`src/rtl/xs3_bcd_to_binary_seq_pkg.sv`:
```
// rtl/xs3_bcd_to_binary_seq_pkg.sv - Excess-3 constants, FSM state type and result-width helper
package xs3_pkg;

    localparam logic [3:0] XS3_OFFSET = 4'd3;
    localparam logic [3:0] XS3_MIN    = 4'h3;
    localparam logic [3:0] XS3_MAX    = 4'hC;

    typedef enum logic [1:0] {IDLE, CONV, DONE} xs3_state_t;

    // Smallest w with 2**w >= 10**digits.
    function automatic int min_bin_w(input int digits);
        longint p;
        int     w;
        p = 1;
        for (int i = 0; i < digits && i < 18; i++) p = p * 10;
        w = 0;
        for (int i = 0; i < 63; i++) if ((longint'(1) << i) < p) w = i + 1;
        return w;
    endfunction

endpackage

```
`src/rtl/xs3_bcd_to_binary_seq_if.sv`:
```
// rtl/xs3_bcd_to_binary_seq_if.sv - input/output handshake bundle of the Excess-3 to binary converter
interface xs3_bcd_to_binary_seq_if #(
    parameter int DIGITS = 3,
    parameter int BIN_W  = 10
);
    logic                  in_valid;
    logic                  in_ready;
    logic [4*DIGITS-1:0]   excess3;
    logic                  out_valid;
    logic                  out_ready;
    logic [BIN_W-1:0]      binary;
    logic                  err;
    logic                  busy;

    modport master (
        output in_valid, excess3, out_ready,
        input  in_ready, out_valid, binary, err, busy
    );

    modport slave (
        input  in_valid, excess3, out_ready,
        output in_ready, out_valid, binary, err, busy
    );
endinterface

```
`src/rtl/xs3_bcd_to_binary_seq_digit_decode.sv`:
```
// rtl/xs3_bcd_to_binary_seq_digit_decode.sv - single Excess-3 digit to value plus in-range flag
module xs3_digit_decode
    import xs3_pkg::*;
(
    input  logic [3:0] xs3_i,
    output logic [3:0] value_o,
    output logic       valid_o
);
    assign value_o = xs3_i - XS3_OFFSET;
    assign valid_o = (xs3_i >= XS3_MIN) && (xs3_i <= XS3_MAX);
endmodule

```
`src/rtl/xs3_bcd_to_binary_seq.sv`:
```
// rtl/xs3_bcd_to_binary_seq.sv - MSD-first serial Excess-3 BCD to binary converter
// Optional: XS3_ERR_DETECT_EN enables the invalid-digit flag and zeroes the result on error.
module xs3_bcd_to_binary_seq
    import xs3_pkg::*;
#(
    parameter int DIGITS = 3,
    parameter int BIN_W  = 10
) (
    input logic                    clk,
    input logic                    rst_n,
    xs3_bcd_to_binary_seq_if.slave io
);
    localparam int SR_W  = 4 * DIGITS;
    localparam int CNT_W = $clog2(DIGITS + 1);
    localparam logic [CNT_W-1:0] LAST_CNT = CNT_W'(DIGITS - 1);

    if (DIGITS < 1 || DIGITS > 8) begin : g_bad_digits
        $fatal(1, "xs3_bcd_to_binary_seq: DIGITS out of range 1..8");
    end
    if (BIN_W < min_bin_w(DIGITS)) begin : g_bad_width
        $fatal(1, "xs3_bcd_to_binary_seq: BIN_W too small for DIGITS");
    end

    xs3_state_t        state_q, state_d;
    logic [SR_W-1:0]   sr_q, sr_d;
    logic [BIN_W-1:0]  acc_q, acc_d;
    logic [BIN_W-1:0]  bin_q, bin_d;
    logic [CNT_W-1:0]  cnt_q, cnt_d;
    logic [3:0]        msd, dig_val;
    logic              dig_ok;
    logic signed [4:0] delta5;
    logic [BIN_W-1:0]  acc_step;
    logic              accept, last_digit, release_w;

    assign msd = sr_q[SR_W-1 -: 4];

    xs3_digit_decode u_dec (
        .xs3_i   (msd),
        .value_o (dig_val),
        .valid_o (dig_ok)
    );

    // Invalid digits below 3 borrow, so the step is a signed 5-bit (d - 3).
    assign delta5   = {~dig_ok & ~msd[3], dig_val};
    assign acc_step = (acc_q << 3) + (acc_q << 1) + BIN_W'(delta5);

    assign accept     = (state_q == IDLE) && io.in_valid;
    assign last_digit = (state_q == CONV) && (cnt_q == LAST_CNT);
    assign release_w  = (state_q == DONE) && io.out_ready;

`ifdef XS3_ERR_DETECT_EN
    logic err_q, err_d;
`endif

    always_ff @(posedge clk or negedge rst_n) begin
        if (!rst_n) state_q <= IDLE;
        else        state_q <= state_d;
    end

    always_comb begin
        state_d = state_q;
        case (state_q)
            IDLE:    if (accept)     state_d = CONV;
            CONV:    if (last_digit) state_d = DONE;
            DONE:    if (release_w)  state_d = IDLE;
            default:                 state_d = IDLE;
        endcase
    end

    always_comb begin
        io.in_ready  = (state_q == IDLE);
        io.out_valid = (state_q == DONE);
        io.busy      = (state_q == CONV) || (state_q == DONE);
    end

    always_comb begin
        sr_d  = sr_q;
        acc_d = acc_q;
        cnt_d = cnt_q;
        bin_d = bin_q;
`ifdef XS3_ERR_DETECT_EN
        err_d = err_q;
`endif
        if (accept) begin
            sr_d  = io.excess3;
            acc_d = '0;
            cnt_d = '0;
`ifdef XS3_ERR_DETECT_EN
            err_d = 1'b0;
`endif
        end else if (state_q == CONV) begin
            sr_d  = sr_q << 4;
            acc_d = acc_step;
            cnt_d = cnt_q + CNT_W'(1);
`ifdef XS3_ERR_DETECT_EN
            err_d = err_q | ~dig_ok;
            if (last_digit) bin_d = err_d ? '0 : acc_step;
`else
            if (last_digit) bin_d = acc_step;
`endif
        end
    end

    always_ff @(posedge clk or negedge rst_n) begin
        if (!rst_n) begin
            sr_q  <= '0;
            acc_q <= '0;
            cnt_q <= '0;
            bin_q <= '0;
        end else begin
            sr_q  <= sr_d;
            acc_q <= acc_d;
            cnt_q <= cnt_d;
            bin_q <= bin_d;
        end
    end

`ifdef XS3_ERR_DETECT_EN
    always_ff @(posedge clk or negedge rst_n) begin
        if (!rst_n) err_q <= 1'b0;
        else        err_q <= err_d;
    end
    assign io.err = err_q;
`else
    assign io.err = 1'b0;
`endif

    assign io.binary = bin_q;

endmodule

```
`src/flat_wrapper.sv`:
```
// flat-port wrapper written by rule: the top's interface ports become plain ports
module xs3_bcd_to_binary_seq_flat import xs3_pkg::*;
#(
    parameter int DIGITS = 3,
    parameter int BIN_W  = 10
)
  (clk, rst_n, io_in_valid, io_excess3, io_out_ready, io_in_ready, io_out_valid, io_binary, io_err, io_busy);
  xs3_bcd_to_binary_seq_if #(.DIGITS(DIGITS), .BIN_W(BIN_W)) io_i ();
  input logic clk;
  input logic rst_n;
  input wire logic [$bits(io_i.in_valid)-1:0] io_in_valid;
  input wire logic [$bits(io_i.excess3)-1:0] io_excess3;
  input wire logic [$bits(io_i.out_ready)-1:0] io_out_ready;
  output wire logic [$bits(io_i.in_ready)-1:0] io_in_ready;
  output wire logic [$bits(io_i.out_valid)-1:0] io_out_valid;
  output wire logic [$bits(io_i.binary)-1:0] io_binary;
  output wire logic [$bits(io_i.err)-1:0] io_err;
  output wire logic [$bits(io_i.busy)-1:0] io_busy;
  assign io_i.in_valid = io_in_valid;
  assign io_i.excess3 = io_excess3;
  assign io_i.out_ready = io_out_ready;
  assign io_in_ready = io_i.in_ready;
  assign io_out_valid = io_i.out_valid;
  assign io_binary = io_i.binary;
  assign io_err = io_i.err;
  assign io_busy = io_i.busy;
  xs3_bcd_to_binary_seq #(.DIGITS(DIGITS), .BIN_W(BIN_W)) u_core (.clk(clk), .rst_n(rst_n), .io(io_i));
endmodule
```
`config.mk`:
```
export PLATFORM = sky130hd
export DESIGN_NAME = xs3_bcd_to_binary_seq_flat
export DESIGN_NICKNAME = d
export VERILOG_FILES = /design/src/rtl/xs3_bcd_to_binary_seq_pkg.sv /design/src/rtl/xs3_bcd_to_binary_seq_if.sv /design/src/rtl/xs3_bcd_to_binary_seq_digit_decode.sv /design/src/rtl/xs3_bcd_to_binary_seq.sv /design/src/flat_wrapper.sv
export SDC_FILE = /design/constraint.sdc
export NUM_CORES = 1
export LEC_CHECK = 0
export BUFFER_PORTS_ARGS = -buffer_cell sky130_fd_sc_hd__clkbuf_2
export CORE_UTILIZATION = 50
export CTS_CLUSTER_DIAMETER = 50
export CTS_CLUSTER_SIZE = 24
export DETAILED_ROUTE_END_ITERATION = 10
export HOLD_SLACK_MARGIN = 0.08
export PLACE_DENSITY = 0.7
export SYNTH_ARGS = -nofsm -noshare
export SYNTH_HDL_FRONTEND = slang
export SYNTH_HIERARCHICAL = 1
export SYNTH_SLANG_ARGS = --single-unit
```
`constraint.sdc`:
```
create_clock -name clk -period 5.5 [get_ports clk]
set_input_delay 0 -clock clk [delete_from_list [all_inputs] [get_ports clk]]
set_output_delay 0 -clock clk [all_outputs]
set_load 0.03 [all_outputs]
```
Word level (Yosys, flattened, before mapping)

Cells that the tools add are included.

Flip-flop bits (word level): 35
Logic and storage cells: 40

$add $sub $neg: 4
Order comparisons: 2
Equality and inequality tests: 6
Mux-type cells: 10
Bitwise operators: 4
Reductions and logical operators: 9

Operators with widths:

| operator            | count |
|---|---|
| $mux 12             | 2 |
| $add 10x10->10      | 2 |
| $mux 9              | 2 |
| $mux 2              | 5 |
| $ne 2x1->1 const B  | 3 |
| $pmux 2 s3          | 1 |
| $reduce_and 3->1    | 2 |
| $eq 2x2->1 const B  | 2 |
| $ge 4x2->1 const B  | 1 |
| $le 4x4->1 const B  | 1 |
| $logic_and 1x1->1   | 4 |
| $sub 4x2->4 const B | 1 |
| $not 1->1           | 3 |
| $add 2x1->2 const B | 1 |
| $eq 2x1->1 const B  | 1 |
| $logic_not 2->1     | 1 |
| $reduce_bool 2->1   | 1 |
| $and 1x1->1         | 1 |
| $logic_or 1x1->1    | 1 |

Longest topological paths before layout

Depth in word-level cells: 7
Depth in mapped cells: 12

Modules after synthesis

The synthesis kept the hierarchy.

Modules (own cells, without submodules):

| module                | times used | cells an instance | area an instance (µm²) | sequential area each (µm²) |
|---|---|---|---|---|
| xs3_bcd_to_binary_seq | 1          | 187               | 1999.4                 | 875.8 |
| xs3_digit_decode      | 1          | 10                | 73.8                   | 0.0 |

Worst setup path after synthesis

No wires, ideal clock.

Kind: reg2reg
Start point: register u_core.sr_q[8]
End point: register u_core.acc_q[8]
Setup time: 0.126 ns
Arrival: 2.909 ns
Path slack: 2.465 ns
Cell stages (with the launch flop): 12
Path buffers: 0
Clock period less this slack: 3.035 ns
Cells stage by stage: dfrtp_1 > ha_1 > nor3_1 > a31oi_1 > nor2_1 > fa_1 > ha_1 > a21o_1 > a21oi_2 > o21ai_2 > mux2i_1 > a311o_1

Cells in the longest elaborated chain, start to end: 7

RTL lines:

| element                                  | RTL line                                 | text |
|---|---|---|
| from (decl)                              | xs3_bcd_to_binary_seq.sv:25              | `logic [SR_W-1:0] sr_q, sr_d;` |
| from (signal assigned)                   | xs3_bcd_to_binary_seq.sv:111             | `sr_q <= sr_d;` |
| $ge 4x2->1 or $le 4x4->1 (tied branches) | xs3_bcd_to_binary_seq_digit_decode.sv:10 | `assign valid_o = (xs3_i >= XS3_MIN) && (xs3_i <= XS3_MAX);` |
| $logic_and 1x1->1 (*)                    | xs3_bcd_to_binary_seq_digit_decode.sv:10 |  |
| via u_core.dig_ok                        | xs3_bcd_to_binary_seq.sv:30              | `logic dig_ok;` |
| $not 1->1 (*)                            | xs3_bcd_to_binary_seq.sv:44              | `assign delta5 = {~dig_ok & ~msd[3], dig_val};` |
| $and 1x1->1 (*)                          | xs3_bcd_to_binary_seq.sv:44              |  |
| $add 10x10->10 (*)                       | xs3_bcd_to_binary_seq.sv:45              | `assign acc_step = (acc_q << 3) + (acc_q << 1) + BIN_W'(delta5);` |
| $mux 9 (*)                               | xs3_bcd_to_binary_seq.sv:91              | `end else if (state_q == CONV) begin` |
| $mux 9 (*)                               | xs3_bcd_to_binary_seq.sv:84              | `if (accept) begin` |
| to (signal assigned)                     | xs3_bcd_to_binary_seq.sv:107             | `acc_q <= '0;` |
| to (signal assigned)                     | xs3_bcd_to_binary_seq.sv:112             | `acc_q <= acc_d;` |
| to (decl)                                | xs3_bcd_to_binary_seq.sv:26              | `logic [BIN_W-1:0] acc_q, acc_d;` |

Mark *: on every way through the listed nets, which the timed path passes. The rest lies on a longest branch. The select of a mux whose other input is x is not followed.
A chain may end at the register's enable or synchronous reset.

Final worst setup path

Same ends and word-level chain as after synthesis.

==> results.txt <==
Largest stage delay, worst path: 520 ps
Number of global-route vias before repair: 1433
Via density: 5.083
Yosys warns: 6
Post-synth EDFFs: 0
Worst setup path class: register to register
Yosys top cell by area: dfrtp_1
Sink Count: 35
Synth Cell Area: 2073 um2
Post-synth top area share: 42.25%
Die area: 4408 um2
Crit path max-delay family: adder cells
Area of the multi-input gates: 1081 um2
Fill cell count: 352
Highest net fanout along the worst path: 6
Ys flop type: dfrtp_1
CTS buffer count: 5
Gr usage total: 20.69%
Unique masters post-synth: 36
PostCTS Resize Cnt: 0
Worst-case clock buffer depth: 2
Crit-path cells: ha_1, nor3_1, a31oi_1, nor2_1, fa_1, ha_1, a21o_1, a21oi_2, o21ai_2, mux2i_1, a311o_1
Setup violators final: 0
Core area: 4000 um2
Crit. path cell count: 11
Routed via count: 1474
DRT iter0 DRCs: 80
Reg2reg path depth: 11
Htree depth: 2
Final wirelength: 3889 um
Worst hold path depth: 4
Avg Cell Area, Syn: 10.52 um2
Die Height: 66.40 um
N_diodes: 0
R2r setup slk: 2260 ps
Initial core utilization: 51.83%
Initial antenna violation count: 0
Routed Antenna Nets: 0
#FFs+latches synth: 35
Die X-Extent: 66.40 um
Worst Path Arrival: 3430 ps
Area Overhead vs Synth: 18.53%
Max Cap Violations: 0
Worst Path Required: 5680 ps
Crit. End Element: register
Outcome: finished clean
Setup TNS: 0 ps
RSZ-0062 raised after global routing: no
Worst Hold Class: primary input to register
Remaining DRCs: 0
Most frequent CP cell: ha_1
Drt wl/cell: 13.41 um
Cell count after synthesis: 197
Post-DP HPWL: 2673 um
Layout Nets: 277
Fmax: 308.4 MHz
Fraction of layout cells with a size suffix above 1: 20.42%
Max-slew violations: 0
DRT Pass-1 Iters: 4
Hold Fails Final Rpt: 0
Kind of start point of the critical path: register
Most frequent cells in the layout: dfrtp_1 (35), clkbuf_2 (28), nand2_1 (25)
Largest net degree at the start of global routing: 36
Clock Latency Late Sink: 290 ps
Post-synth net total: 235
Crit path time final: 3243 ps
WP buf/inv: 0
Largest cells by area after synthesis: dfrtp_1 (42%), ha_1 (9.1%), mux2i_1 (7.2%), fa_1 (6.8%), nand2_1 (4.5%)
Max Clock Skew: 8.753 ps
Gpl congestion: 0.8112
CTS tree: yes
Total grt overflow: 0
CTS root buf: clkbuf_8
Seq/Total Area, Yosys: 42.25%
Clk pin slew, worst setup/hold paths: 80 ps
Post-CTS Setup Bufs: 0
First-pass GRT wire length: 6561 um
Slew @ Worst Pin: 866.6 ps
I/O Buffers: 28
Commonest non-fill, non-tap cell in the layout: dfrtp_1
Rows: 23
Period utilisation layout: 58.96%
Register area: 875.8 um2
Hold Buf Count CTS: 13
IO Pins: 30
Relative slew slack: 42.23%
Ys async rst share: 100.0%
CP max-delay cell: fa_1
-- flip-flops by register name (all words and copies together) (netlist names) --
signal and flops:
u_core/sr_q 12, u_core/io.binary 10, u_core/acc_q 9, u_core/cnt_q 2, u_core/state_q 2
-- through the flow --
step | hold WS (ps) | setup slack (ps) | std cells | utilization (%) | area [um2]
6_report | 121.5 | 2257 | 290 | 61.43 | 2457
5_1_grt | 163.8 | 2028 | 290 | 61.43 | 2457
4_1_cts | 102.2 | 2258 | 290 | 61.43 | 2457
3_5_place_dp | 166.8 | 2269 | 269 | 55.86 | 2235
3_3_place_gp | 163.7 | 2345 | 269 | 55.86 | 2235
2_1_floorplan | -295.6 | 2465 | 197 | - | 2073
-- kinds of logic after synthesis --
kind of cell,synth area share [%]
fa+ha+maj,15.81
xor+xnor,5.069
simple gates,11.04
mux,10.50
compound gates,9.536
flops,42.25
buf+inv,5.612
other cells,0.1809
-- metal layers --
layer | vias to the layer above | routed length, um | track usage [%]
met5 | - | 0 | 0
met4 | 0 | 58 | 7.979
met3 | 7 | 105 | 5.172
met2 | 26 | 1869 | 34.18
met1 | 694 | 1855 | 25.82
li1 | 747 | - | -
-- Yosys cell counts (2+ instances only) --
cell type and count:
dfrtp_1 35, nand2_1 25, inv_1 16, ha_1 15
mux2i_1 15, o21ai_0 13, nor2_1 12, fa_1 7
nand3_1 7, xnor2_1 7, mux2_2 6, xor2_1 5
a21oi_1 4, a21o_1 3, clkbuf_1 3, a21oi_2 2
a31oi_1 2, buf_4 2
-- final timing paths --
kind,start,endpoint
min in group asynchronous,rst_n,u_core/io.binary[9]
max reg2reg,u_core/sr_q[8],u_core/acc_q[8]
max,u_core/sr_q[8],u_core/acc_q[8]
min,io_out_ready,u_core/state_q[0]
max in group asynchronous,rst_n,u_core/acc_q[4]
min reg2reg,u_core/io.binary[8],u_core/io.binary[8]
-- area by class of cell --
cell class	count	share of cell area [%]
Sequential cell	35	35.64
Inverter	16	2.444
Clock inverter	3	0.9674
Clock buffer	5	2.800
Tap cell	50	2.546
Multi-Input combinational cell	138	43.99
Timing Repair Buffer	43	11.61
-- tightest hold or removal path: stages --
cell,delay [ps]
clkbuf_2,80
inv_1,40
a222oi_1,100
o21ai_0,160
Power is left out: the tool's default activity adds up to more than one toggle a clock period on the data nets, which glitch-free logic cannot reach.
